$ cat src/rtl/mskand_rnd_source_pkg.sv
// Shared constants, state encoding and sizing helper for the HPC2 randomness source.
// Holds the lane width, the zero-seed substitute and the xorshift64 shift amounts.
package mskand_rnd_source_pkg;

    localparam int          LANE_W   = 64;
    localparam logic [63:0] ZERO_SUB = 64'h9E3779B97F4A7C15;

    localparam int SH_A = 13;
    localparam int SH_B = 7;
    localparam int SH_C = 17;

    typedef enum logic [1:0] {
        ST_SEED = 2'd0,
        ST_WARM = 2'd1,
        ST_RUN  = 2'd2
    } state_t;

    // Bits of fresh randomness per cycle for n_and gadgets with d shares.
    function automatic int and_pini_nrnd(input int d, input int n_and);
        return n_and * d * (d - 1) / 2;
    endfunction

endpackage

$ cat src/rtl/mskand_rnd_lane.sv
// Single 64-bit xorshift64 lane register with load, step and hold controls.
// A load takes priority over a step. With neither control high, the lane holds.
module mskand_rnd_lane
    import mskand_rnd_source_pkg::*;
(
    input  logic        clk,
    input  logic        rst,
    input  logic        load,
    input  logic        step,
    input  logic [63:0] load_val,
    output logic [63:0] q
);

    logic [63:0] s1, s2, s3;

    always_comb begin
        s1 = q ^ (q << SH_A);
        s2 = s1 ^ (s1 >> SH_B);
        s3 = s2 ^ (s2 << SH_C);
    end

    always_ff @(posedge clk) begin
        if (rst)
            q <= '0;
        else if (load)
            q <= load_val;
        else if (step)
            q <= s3;
    end

endmodule

$ cat src/rtl/mskand_rnd_source.sv
// Fresh-randomness source for a bank of masked HPC2 AND gadgets.
// Uses parallel xorshift64 lanes, seeded over valid/ready, with a warm-up phase before rnd_valid.
//
// state   | meaning
// --------+-----------------------------------------------------------
// ST_SEED | accepting seed words, one per lane, in order 0..L-1
// ST_WARM | lanes free-running for WARMUP steps, output not yet valid
// ST_RUN  | rnd_valid high; lanes step whenever en is high
module mskand_rnd_source
    import mskand_rnd_source_pkg::*;
#(
    parameter int d      = 2,
    parameter int N_AND  = 34,
    parameter int WARMUP = 16
) (
    input  logic                                  clk,
    input  logic                                  rst,
    input  logic [63:0]                           seed_data,
    input  logic                                  seed_valid,
    output logic                                  seed_ready,
    input  logic                                  reseed,
    input  logic                                  en,
    output logic [and_pini_nrnd(d, N_AND)-1:0]    rnd,
    output logic                                  rnd_valid
);

    localparam int NRND = and_pini_nrnd(d, N_AND);
    localparam int L    = (NRND + LANE_W - 1) / LANE_W;
    localparam int CW   = (L > 1) ? $clog2(L) : 1;
    localparam int WW   = $clog2(WARMUP + 1);

    localparam logic [CW-1:0] CNT_LAST  = CW'(L - 1);
    localparam logic [WW-1:0] WARM_LAST = WW'(WARMUP - 1);

    state_t              state;
    logic [CW-1:0]       cnt;
    logic [WW-1:0]       warm_cnt;
    logic [L*LANE_W-1:0] lanes_flat;
    logic                xfer;
    logic                step_all;
    logic [63:0]         seed_word;

    // reseed outranks both a seed transfer and a lane step
    assign xfer      = (state == ST_SEED) && seed_valid && !reseed;
    assign step_all  = !reseed && ((state == ST_WARM) || ((state == ST_RUN) && en));
    assign seed_word = (seed_data == 64'd0) ? ZERO_SUB : seed_data;

    for (genvar i = 0; i < L; i++) begin : g_lane
        mskand_rnd_lane u_lane (
            .clk      (clk),
            .rst      (rst),
            .load     (xfer && (cnt == CW'(i))),
            .step     (step_all),
            .load_val (seed_word),
            .q        (lanes_flat[i*LANE_W +: LANE_W])
        );
    end

    assign rnd = lanes_flat[NRND-1:0];

    always_ff @(posedge clk) begin
        if (rst) begin
            state      <= ST_SEED;
            cnt        <= '0;
            warm_cnt   <= '0;
            rnd_valid  <= 1'b0;
            seed_ready <= 1'b1;
        end else begin
            case (state)
                ST_SEED: begin
                    if (reseed) begin
                        cnt <= '0;
                    end else if (seed_valid) begin
                        if (cnt == CNT_LAST) begin
                            state      <= ST_WARM;
                            cnt        <= '0;
                            warm_cnt   <= '0;
                            seed_ready <= 1'b0;
                        end else begin
                            cnt <= cnt + 1'b1;
                        end
                    end
                end
                ST_WARM: begin
                    if (reseed) begin
                        state      <= ST_SEED;
                        cnt        <= '0;
                        seed_ready <= 1'b1;
                    end else if (warm_cnt == WARM_LAST) begin
                        state     <= ST_RUN;
                        rnd_valid <= 1'b1;
                    end else begin
                        warm_cnt <= warm_cnt + 1'b1;
                    end
                end
                ST_RUN: begin
                    if (reseed) begin
                        state      <= ST_SEED;
                        cnt        <= '0;
                        rnd_valid  <= 1'b0;
                        seed_ready <= 1'b1;
                    end
                end
                default: begin
                    state      <= ST_SEED;
                    cnt        <= '0;
                    warm_cnt   <= '0;
                    rnd_valid  <= 1'b0;
                    seed_ready <= 1'b1;
                end
            endcase
        end
    end

endmodule
$ cat config.mk
export PLATFORM = sky130hd
export DESIGN_NAME = mskand_rnd_source
export DESIGN_NICKNAME = d
export VERILOG_FILES = /design/src/rtl/mskand_rnd_source_pkg.sv /design/src/rtl/mskand_rnd_lane.sv /design/src/rtl/mskand_rnd_source.sv
export SDC_FILE = /design/constraint.sdc
export NUM_CORES = 1
export LEC_CHECK = 0
export CAP_MARGIN = 20
export CORE_UTILIZATION = 45
export CTS_CLUSTER_SIZE = 28
export DETAILED_ROUTE_END_ITERATION = 6
export GPL_TIMING_DRIVEN = 0
export PLACE_DENSITY = 0.7
export SYNTH_ARGS = -nofsm -noshare
export SYNTH_HDL_FRONTEND = slang
export SYNTH_SLANG_ARGS = --single-unit
$ cat constraint.sdc
create_clock -name clk -period 2.5 [get_ports clk]
set_clock_uncertainty 0.1 [all_clocks]
set_input_delay 0.75 -clock clk [delete_from_list [all_inputs] [get_ports clk]]
set_output_delay 0.75 -clock clk [all_outputs]
set_load 0.1 [all_outputs]
==> metrics, run 1 <==
Leak Pwr=0.003449 uW; H-tree depth=3; CTS Buf Count=9; clk buf depth=2; die area=13760 sq um; hold crit path type=flip-flop to flip-flop; Worst-Margin Slew=955.0 ps; CTS Root Cell=clkbuf_16; sequential area share after synthesis=24.42%; Top FF cell, synth=dfxtp_1; Final Setup Violations=7; combinational share of power=57.3%; Setup WS post-layout=-16.84 ps; DP HPWL=15770 um; vias in the first global route=5478; Seq pwr share=23.7%; Design Area, Final=7860 sq um; Synth area leaders=dfxtp_1 24%, xnor2_1 16%, xnor3_1 13%; Fillers=1078; hold_buf cts=0; antenna cell count=0; Row Count=41; die width=117.3 um; Total Neg Setup Slack=-49.24 ps; number of synthesized flops with an enable pin=0; port bufs=104; Synth-to-Final Area Change=31.34%; hold_ws=386.8 ps; Vias=5502; Yosys top cell area share=24.42%; Placed Area=7241 sq um; grt total ovfl=0; Max Cap Viol=0; Synth warnings=0; sw frac=42.06%; # IOs=105; Synth Net Count=727; arrival time worst endpoint=2670 ps; GP Congestion=0.9355; post-synthesis register bit count=73; initial antenna violation count=0; Worst setup EP type=flip-flop; maximum clock rate=397.3 MHz; final hold violation count=0; Req. time, crit path=2660 ps; cells after synthesis=652; Die Height=117.3 um; WL per Instance=22.30 um; fin crit share=100.7%; Int Pwr=3641 uW; Post-synth ARST share=0%; CORE AREA=12770 sq um; fin nets=848; critical path class=primary input to flip-flop; Slew Viols, Final=0; CTS tree=built; failing checks=setup timing; clock share of power=18.9%; Psw=2643 uW; pin count of the biggest net entering global routing=12; clk sinks=73; Starting Density=46.85%; post-synth design cell area=5984 sq um; routed wire length=21180 um; run status=complete, but fails checks; headroom to the max-slew limit=36.59%; global-route wire length before repair=31910 um; Worst setup SP type=primary input; Tot GR Track Use=31.10%; Detail Route Antenna Nets=0; area leader, netlist=dfxtp_1; pwr/cell area=799.5 nW/um^2; Starting DRT DRC Count=559; minimum clock period=2517 ps; synth unique cells=47; Util after Layout=61.53%; layout cells sized above 1=19.41%; drt first pass iters=5; Power Total=6284 uW; Mean Syn Cell Area=9.179 sq um; Via density=5.792; worst vdd rail ir drop=407.5 uV; worst-path fanout max=6; Reg clk slew, reported paths=60 ps; DRC violations left=0; worst skew pair latency=350 ps
==> logic make-up (layout without fill, tap and decap cells) <==
group / Yosys count / count (layout) / share of synthesized area [%]
multiplexers: 4 / 4 / 0.6691
AO/OA/AOI/OAI: 115 / 115 / 14.53
AND/OR/NAND/NOR: 140 / 140 / 11.71
buffers and inverters: 118 / 244 / 10.16
XOR/XNOR: 196 / 196 / 37.26
flip-flops: 73 / 73 / 24.42
adder cells (fa/ha/maj): 6 / 6 / 1.254
==> stage by stage <==
stage / cells / setup WS, ps
after floorplan: 652 / 237.7
after global placement: 928 / -894.0
after detailed placement: 928 / -898.3
after CTS: 945 / -45.58
after global routing: 950 / -33.86
final: 950 / -16.84
==> critical path, cell delays in order <==
cell and delay (ps):
clkdlybuf4s50_1 480, nor4_2 200, nand4_1 220, nor4_4 340, buf_4 180, nor2_4 70, buf_12 150, a221oi_4 270
==> sequential cells by signal, summed over array words and instances, names as in the netlist <==
signal           cells
state                2
g_lane.u_lane.q     64
rnd_valid            1
warm_cnt             5
seed_ready           1
==> cell usage after synthesis (all sizes together) (3+ instances only) <==
cell / n
o21ai: 8
inv: 22
dfxtp: 73
o21a: 4
a221oi: 15
nor4: 17
nand2: 35
buf: 61
xor2: 52
mux2i: 4
xor3: 3
a211oi: 29
and4: 7
nand4: 6
xnor2: 107
a21oi: 23
nand2b: 3
xnor3: 34
ha: 6
nor3: 9
and2: 5
a31oi: 3
nor3b: 3
clkbuf: 35
nor2: 45
o31ai: 23
nand3: 3
==> power groups by stage <==
stage	Combinational [uW]	Sequential, uW	Clock, uW
2_1_floorplan	2790	1460	0
3_3_place_gp	3470	1500	0
3_5_place_dp	3520	1510	0
4_1_cts	3510	1480	1210
5_1_grt	3780	1500	1250
6_report	3600	1490	1190
==> cell type report <==
type / count / area (sq um) / area share [%]
Sequential cell: 73 / 1461 / 18.59
Timing Repair Buffer: 113 / 1166 / 14.84
Clock inverter: 4 / 20.02 / 0.2547
Tap cell: 172 / 215.2 / 2.738
Buffer: 93 / 560.5 / 7.131
Inverter: 22 / 82.58 / 1.051
Multi-Input combinational cell: 461 / 4118 / 52.39
Clock buffer: 12 / 236.5 / 3.009
==> routing by layer <==
| metal | up-vias | routed length [um] | share of wire, % | track usage, % |
|---|---|---|---|---|
| met2 | 334 | 9818 | 46 | 50.59 |
| met4 | 0 | 978 | 4.6 | 15.26 |
| li1 | 2447 | - | - | - |
| met1 | 2645 | 8395 | 40 | 39.49 |
| met5 | - | 0 | 0 | 0 |
| met3 | 76 | 1988 | 9.4 | 5.691 |
==> final timing paths <==
check                           start  slack [ps]  cells past startpoint                                   to
max reg2reg  warm_cnt[0]$_SDFFE_PP0P_         190                      8             warm_cnt[3]$_SDFFE_PP0P_
min reg2reg   seed_ready$_SDFFE_PP1P_         390                      2              seed_ready$_SDFFE_PP1P_
min           seed_ready$_SDFFE_PP1P_         390                      2              seed_ready$_SDFFE_PP1P_
max                     seed_data[63]         -20                      8  g_lane[0].u_lane.q[28]$_SDFFE_PP0P_
==> cell usage in the layout, fill, tap and decap left out, types with 3 or more instances in the layout <==
cell,synthesis,layout
a211oi_1,29,29
a21oi_1,23,23
a221oi_1,5,5
a221oi_2,10,8
a31oi_1,3,3
and2_1,5,5
and4_1,7,7
buf_2,22,22
buf_4,34,41
clkbuf_1,33,20
clkbuf_16,0,10
clkbuf_2,2,16
clkbuf_4,0,4
clkdlybuf4s15_1,0,15
clkdlybuf4s15_2,0,14
clkdlybuf4s50_1,0,18
clkinv_2,0,4
dfxtp_1,73,73
dlygate4sd2_1,0,28
dlymetal6s2s_1,0,26
ha_1,6,6
inv_1,22,22
mux2i_1,4,4
nand2_1,35,35
nand2b_1,3,3
nand4_1,6,6
nor2_1,44,43
nor3_1,9,8
nor4_2,0,9
nor4_4,1,7
o21a_1,4,4
o21ai_0,8,8
o31ai_1,23,21
xnor2_1,107,107
xnor3_1,34,34
xor2_1,52,52
xor3_1,3,3
==> timing repair <==
| action | 4_1_cts | 5_1_grt |
|---|---|---|
| setup buffers | 3 | 4 |
| setup endpoints to repair | 99 | 82 |
| gates resized for setup | 127 | 73 |
| endpoints found under the hold margin | 0 | 0 |
| pin swaps | 4 | 27 |
| cloned | 1 | 1 |
Note: power is estimated with default switching activity, not from simulation.
==> run 2: changes to the inputs <==
SKIP_LAST_GASP = 1   (was unset)
==> run 2 against run 1 <==
The run still ends with setup timing left. Die area unchanged. Register-to-register slack about the same. Fmax decreased by 0.59%. Sequential share of layout area unchanged. Global-route usage unchanged. Clock power about the same. Count of clock-buffer cells in the layout unchanged. Final area unchanged. Power about the same. Sequential power about the same. Setup slack got worse by 15 ps.
==> metrics, run 2 (same netlist as run 1, synthesis figures left out) <==
Synth-to-Final Area Change=31.34%; CTS tree=built; Crit-path slowest cell=clkdlybuf4s50_1; Final Setup Violations=6; drt first pass iters=5; critical path class=primary input to flip-flop; Detail Route Antenna Nets=0; pin count of the biggest net entering global routing=12; worst skew pair latency=350 ps; Setup WS post-layout=-31.73 ps; final hold violation count=0; Starting DRT DRC Count=556; Reg clk slew, reported paths=60 ps; routed wire length=21160 um; minimum clock period=2532 ps; port bufs=104; commonest non-fill, non-tap cell in the layout=xnor2_1; Design Area, Final=7860 sq um; RR Endpoint=warm_cnt[3]$_SDFFE_PP0P_; Largest Register=g_lane.u_lane.q; Leak Pwr=0.003449 uW; vias in the first global route=5478; max reg flops=64; Worst setup EP type=flip-flop; Placed Area=7241 sq um; clk sinks=73; WHS Path Cells=2; fin crit share=101.3%; CTS Root Cell=clkbuf_16; CTS Buf Count=9; Starting Density=46.85%; grt total ovfl=0; headroom to the max-slew limit=36.59%; H-tree depth=3; hold_buf cts=0; antenna cell count=0; maximum clock rate=395.0 MHz; Via density=5.779; Tot GR Track Use=31.10%; worst vdd rail ir drop=406.0 uV; failing checks=setup timing; layout cells sized above 1=19.41%; arrival time worst endpoint=2690 ps; worst-path fanout max=6; CP Launch Point=seed_data[63]; Post-Place Setup Slack=-898.3 ps; worst path bufs/invs=3; global-route wire length before repair=31910 um; initial antenna violation count=0; Total Neg Setup Slack=-75.50 ps; fin cells=950; DRC violations left=0; Slew Viols, Final=0; CORE AREA=12770 sq um; Crit path max-delay family=simple AND/OR/NAND/NOR gates; slowest stage delay, CP=490 ps; RSZ-0062 raised after global routing=yes; run status=complete, but fails checks; die width=117.3 um; die area=13760 sq um; pwr/cell area=799.5 nW/um^2; Fillers=1078; placed cell count=928; Top Registers=g_lane.u_lane.q: 64 flops, warm_cnt: 5 flops, state: 2 flops; clk buf depth=2; Req. time, crit path=2660 ps; worst r2r path cells=8; Worst setup SP type=primary input; # IOs=105; Worst path depth=8; DP HPWL=15770 um; CP Cell Sequence=clkdlybuf4s50_1 > nor4_2 > nand4_1 > nor4_4 > buf_4 > nor2_4 > buf_12 > a221oi_4; Reg-to-Reg Start=warm_cnt[0]$_SDFFE_PP0P_; GP Congestion=0.9355; Vias=5490; Worst-Margin Slew=955.0 ps; Row Count=41; R2R setup slack=190 ps; fin nets=848; Max Cap Viol=0; CP Capture Point=g_lane[0].u_lane.q[28]$_SDFFE_PP0P_; leading cell types in the layout, fill and taps excluded=107 x xnor2_1, 73 x dfxtp_1, 52 x xor2_1; hold crit path type=flip-flop to flip-flop; Die Height=117.3 um; WL per Instance=22.28 um; Power Total=6284 uW
==> run 2: cell counts in the layout (fill, tap and decap cells not counted) <==
Identical to the previous run, type by type.
==> run 2: worst min path at each step <==
stage | from | endpoint | slack (ps)
final | seed_ready$_SDFFE_PP1P_ | seed_ready$_SDFFE_PP1P_ | 390
after global routing | seed_ready$_SDFFE_PP1P_ | seed_ready$_SDFFE_PP1P_ | 420
after CTS | seed_ready$_SDFFE_PP1P_ | seed_ready$_SDFFE_PP1P_ | 390
after detailed placement | seed_ready$_SDFFE_PP1P_ | seed_ready$_SDFFE_PP1P_ | 390
after global placement | seed_ready$_SDFFE_PP1P_ | seed_ready$_SDFFE_PP1P_ | 370
after floorplan | warm_cnt[4]$_SDFFE_PP0P_ | warm_cnt[4]$_SDFFE_PP0P_ | 370
==> run 2: per-stage QoR <==
step           hold WS, ps  util (%)
2_1_floorplan        365.4         -
3_3_place_gp         368.7     56.69
3_5_place_dp         386.0     56.69
4_1_cts              394.7     59.68
5_1_grt              417.6     61.53
6_report             386.9     61.53
==> run 2: power breakdown <==
part	switching [uW]	internal, uW	leakage (uW)	total [uW]
Combinational	1950	1650	0.00272	3600
Sequential	171	1320	0.000601	1490
Clock	524	666	0.000130	1190
==> run 2: timing repair <==
item | 4_1_cts | 5_1_grt
gates cloned | 1 | 1
hold endpoints to repair | 0 | 0
setup buffers | 3 | 4
pin swaps | 4 | 26
endpoints found under the setup margin | 99 | 82
gates resized for setup | 127 | 73
==> run 2: per-layer routing <==
| layer | global-route usage, % | wire length [um] | up-vias |
|---|---|---|---|
| li1 | - | - | 2449 |
| met4 | 15.26 | 946 | 0 |
| met2 | 50.59 | 9825 | 346 |
| met5 | 0 | 0 | - |
| met1 | 39.49 | 8398 | 2628 |
| met3 | 5.691 | 1992 | 67 |
==> run 2: worst register-to-register path: stages, from the launching register on <==
cell and delay, ps:
dfxtp_1 330, ha_1 220, and3_1 190, ha_1 230, o21a_1 200, a211oi_1 430
nand4_1 200, xnor2_1 160, and2_1 140
==> run 2: final cells by class <==
class / instances / area, sq um / share of cell area [%]
repair buffers: 113 / 1166 / 14.84
flip-flops and latches: 73 / 1461 / 18.59
inverters: 22 / 82.58 / 1.051
plain buffers: 93 / 560.5 / 7.131
well taps: 172 / 215.2 / 2.738
clock buffers: 12 / 236.5 / 3.009
clock inverters: 4 / 20.02 / 0.2547
multi-input cells: 461 / 4118 / 52.39
==> RTL edit 1, RTL diff (flow settings as in run 2) <==
Change the parameter `d` from 2 to 4.
--- a/src/rtl/mskand_rnd_source.sv
+++ b/src/rtl/mskand_rnd_source.sv
@@ -9,7 +9,7 @@
 module mskand_rnd_source
     import mskand_rnd_source_pkg::*;
 #(
-    parameter int d      = 2,
+    parameter int d      = 4,
     parameter int N_AND  = 34,
     parameter int WARMUP = 16
 ) (
Ports: changed (resized rnd); port bits go from 105 to 275. No check against the original RTL was run, so the function may have changed too.
==> RTL edit 1 against run 2 <==
The run still ends with setup timing left. Setup slack worse by 0.026 ns. Routed wire length rose to 4.4 times the old value. Synthesized area rose to 3.6 times the old value. Total power up 110%. Fmax down 1.0%. Design area rose to 3.3 times the old value. Critical path depth down 1. First-iteration DRC count rose to 3.9 times the old value. Sequential power rose to 3.0 times the old value. Sequential cell count up 194. Global-route usage up 7.5 points. Largest cell class unchanged. Largest power group is now clock.
==> RTL edit 1: results (changes against run 2) <==
[status]
run_status = finished, violations left  ; unchanged
violations = setup timing  ; unchanged

[cts]
insertion_delay_ns = 0.56  ; was 0.35 ns
numCtsBuffers = 35  ; was 9
cts_buffer_depth = 3  ; was 2
postCtsSetupBuffers = 6  ; was 3

[route]
num_vias = 19300  ; was 5,490
wl_met1_mm = 35.3  ; was 8.40 mm
first_pass_iters = 7  ; was 5
route.met2.wl_mm = 39.5  ; was 9.83 mm
routed-wl-met3_mm = 12.3  ; was 1.99 mm
drtIter0Drc = 2152  ; was 556
wl_per_cell_um = 29.6  ; was 22.3 µm

[synthesis]
synthMuxAreaShare_pct = 0.0942  ; was 0.669%
avgSynthCellArea_um2 = 9.56  ; was 9.18 µm²
synthTopCellsByArea = dfxtp_1, xnor3_1, xnor2_1, xor2_1, nor2_1  ; was dfxtp_1, xnor2_1, xnor3_1, xor2_1, buf_4
yosys.area_share.xor_xnor_pct = 45.9  ; was 37.3%
ys_types = 43  ; was 47
synth_fp_nets = 2300  ; was 727
yosysSeqAreaShare_pct = 25.2  ; was 24.4%

[sta]
worst_pin_slew_ns = 1.03  ; was 0.955 ns
setup_violations = 20  ; was 6
holdWs_ns = 0.351  ; was 0.387 ns
setup_slack_ns = -0.0582  ; was -0.0317 ns

[placed_design]
dp_hpwl_mm = 67.7  ; was 15.8 mm
dp_worst_setup_slack_ns = -1.91  ; was -0.898 ns
gp_congestion = 0.991  ; was 0.936
placed_cell_area_mm2 = 0.0248  ; was 0.00724 mm²

[setup_path]
crit_start = seed_data[56]  ; was seed_data[63]
path_max_fanout = 10  ; was 6
crit_path_end = g_lane[2].u_lane.q[28]$_SDFFE_PP0P_  ; was g_lane[0].u_lane.q[28]$_SDFFE_PP0P_
arrival_ns = 2.88  ; was 2.69 ns
rr_endpoint = g_lane[0].u_lane.q[44]$_SDFFE_PP0P_  ; was warm_cnt[3]$_SDFFE_PP0P_

[cells_and_area]
reg_top3 = g_lane.u_lane.q: 256 flops, warm_cnt: 5 flops  ; was g_lane.u_lane.q: 64 flops, warm_cnt: 5 flops, state: 2 flops

[min_path]
whs_endpoint = warm_cnt[4]$_SDFFE_PP0P_  ; was seed_ready$_SDFFE_PP1P_

[global_routing]
grt_max_degree = 13  ; was 12
gr-usage-all-layers_pct = 38.6  ; was 31.1%

[pwr]
ir_drop_mv = 0.389  ; was 0.406 mV
leakage_nw = 10.7  ; was 3.45 nW

-- RTL edit 1: cell types whose count changed after synthesis, moves of 123 or more --
cell / run 2 / this run
a221oi_1: 5 / 138
clkbuf_1: 33 / 158
dfxtp_1: 73 / 267
nand2_1: 35 / 158
nor2_1: 44 / 352
xnor2_1: 107 / 363
xnor3_1: 34 / 171
xor2_1: 52 / 206
-- RTL edit 1: critical path: stages --
cell	delay [ns]
dlygate4sd2_1	0.51
nor4_1	0.28
nand2_1	0.08
nor3_1	0.24
nand2_2	0.16
clkbuf_1	0.39
a221oi_1	0.45
-- RTL edit 1: power breakdown --
part	total [mW]	internal (mW)	switching, mW
clock	5.12	2.93	2.19
combinational	3.25	1.22	2.03
sequential	4.54	4.37	0.176
total	12.9	8.51	4.40
-- RTL edit 1: final cells by class --
class                      count  area, µm²
timing repair buffer         279       2650
buffer                       251       1250
antenna                        6       15.0
clock inverter                13       98.8
tap                          607        759
multi-input combinational   1694      15000
inverter                       9       33.8
fill                        4192      20400
clock buffer                  46       1010
sequential                   267       5420
==> RTL edit 2, RTL diff (flow settings as in run 2) <==
Without the edit above. Reset style: asynchronous (`rst`), changed in 2 clocked blocks.
--- a/src/rtl/mskand_rnd_lane.sv
+++ b/src/rtl/mskand_rnd_lane.sv
@@ -19,7 +19,7 @@
         s3 = s2 ^ (s2 << SH_C);
     end
 
-    always_ff @(posedge clk) begin
+    always_ff @(posedge clk or posedge rst) begin
         if (rst)
             q <= '0;
         else if (load)
--- a/src/rtl/mskand_rnd_source.sv
+++ b/src/rtl/mskand_rnd_source.sv
@@ -58,7 +58,7 @@
 
     assign rnd = lanes_flat[NRND-1:0];
 
-    always_ff @(posedge clk) begin
+    always_ff @(posedge clk or posedge rst) begin
         if (rst) begin
             state      <= ST_SEED;
             cnt        <= '0;
Formal check against the unedited RTL: differs if rst is asserted again (counterexample within 4 cycles, from zero or initial values and one cycle with rst high); with rst held inactive, the same outputs for 4 cycles.
==> RTL edit 2 against run 2 <==
Sequential share of layout area grew 6.0 points. Synthesized area shrank 8.2%. Sequential cell count is the same. Die area shrank 8.0%. Critical endpoint is now rnd[8]. Setup slack gained 0.061 ns. Critical path depth shrank 6. Routed wire length shrank 6.7%. Design area shrank 5.5%. Synthesized cell count shrank 4.8%.
Power is not shown: default switching activity piles up to over one toggle a cycle in this logic, so the estimate is an artifact.
==> RTL edit 2: results (changes against run 2) <==
[status]
run_status = completed  ; was finished, violations left

[synthesis]
synth_ff_type = dfrtp_1  ; was dfxtp_1
yosys.area_share.xor_xnor_pct = 27.1  ; was 37.3%
yosysSeqAreaShare_pct = 33.3  ; was 24.4%
synth_common_cells = xnor2_1, dfrtp_1, nor2_1  ; was xnor2_1, dfxtp_1, xor2_1
avgSynthCellArea_um2 = 8.85  ; was 9.18 µm²
synthTopCellsByArea = dfrtp_1, xnor2_1, xor2_1, buf_4, nor2_1  ; was dfxtp_1, xnor2_1, xnor3_1, xor2_1, buf_4
synth-compound-area-share_pct = 13.0  ; was 14.5%
synth_fp_nets = 696  ; was 727
ys_types = 49  ; was 47
synth_adder_area_share_pct = 1.37  ; was 1.25%

[setup_path]
arrival_ns = 1.62  ; was 2.69 ns
crit_slowest_cell = dlygate4sd2_1  ; was clkdlybuf4s50_1
slowest_delay_ns = 0.84  ; was 0.49 ns

[global_routing]
grt_pass1_vias = 5377  ; was 5,478
grt_max_degree = 34  ; was 12
use_met2_pct = 50.4  ; was 50.6%
gr-usage-all-layers_pct = 31.8  ; was 31.1%
use_met3_pct = 7.24  ; was 5.69%
grt_pass1_wl_mm = 29.8  ; was 31.9 mm
grt_util_met1_pct = 41.5  ; was 39.5%

[cells_and_area]
multi_input_area_share_pct = 45.4  ; was 52.4%
nClkBuffers = 10  ; was 12
n_fill_cell = 1013  ; was 1,078
buffer_area_share_pct = 23.2  ; was 22.0%
nNonClkInverters = 6  ; was 22
fin_nets = 820  ; was 848
final_core_util_pct = 62.1  ; was 61.5%
clk_share_pct = 3.99  ; was 3.26%
multi_input_comb_area_mm2 = 0.00337  ; was 0.00412 mm²

[route]
via_per_inst = 5.90  ; was 5.78
first_pass_iters = 6  ; was 5
route.met2.wl_mm = 8.97  ; was 9.83 mm
wl_met1_mm = 8.21  ; was 8.40 mm
totalWireLength_mm = 19.7  ; was 21.2 mm
num_vias = 5296  ; was 5,490
routed-wl-met3_mm = 1.81  ; was 1.99 mm
drtIter0Drc = 502  ; was 556

[placed_design]
dp.cells = 874  ; was 928
dp_worst_setup_slack_ns = -0.868  ; was -0.898 ns
gp_congestion = 0.970  ; was 0.936
placed_cell_area_mm2 = 0.00677  ; was 0.00724 mm²

[sta]
worst_pin_slew_ns = 0.953  ; was 0.955 ns
tns_ns = 0  ; was -0.0755 ns

-- RTL edit 2: path summary, 6_finish.rpt --
check | end | cells after the start | from | slack, ns
max in group asynchronous | g_lane[0].u_lane.q[63]$_DFFE_PP0P_ | 4 | rst | 0.88
min reg2reg | warm_cnt[3]$_DFFE_PP0P_ | 1 | warm_cnt[3]$_DFFE_PP0P_ | 0.39
max reg2reg | g_lane[0].u_lane.q[15]$_DFFE_PP0P_ | 10 | state[1]$_DFFE_PP0P_ | 0.11
min | warm_cnt[3]$_DFFE_PP0P_ | 1 | warm_cnt[3]$_DFFE_PP0P_ | 0.39
max | rnd[8] | 2 | g_lane[0].u_lane.q[8]$_DFFE_PP0P_ | 0.03
min in group asynchronous | warm_cnt[0]$_DFFE_PP0P_ | 2 | rst | 0.69
-- RTL edit 2: repair_timing --
action | CTS | global route
buffers inserted | 3 | 4
cloned | 1 | 0
pin swaps | 14 | 17
setup endpoints to repair | 96 | 67
hold buffers | 0 | 0
gates resized for setup | 122 | 61
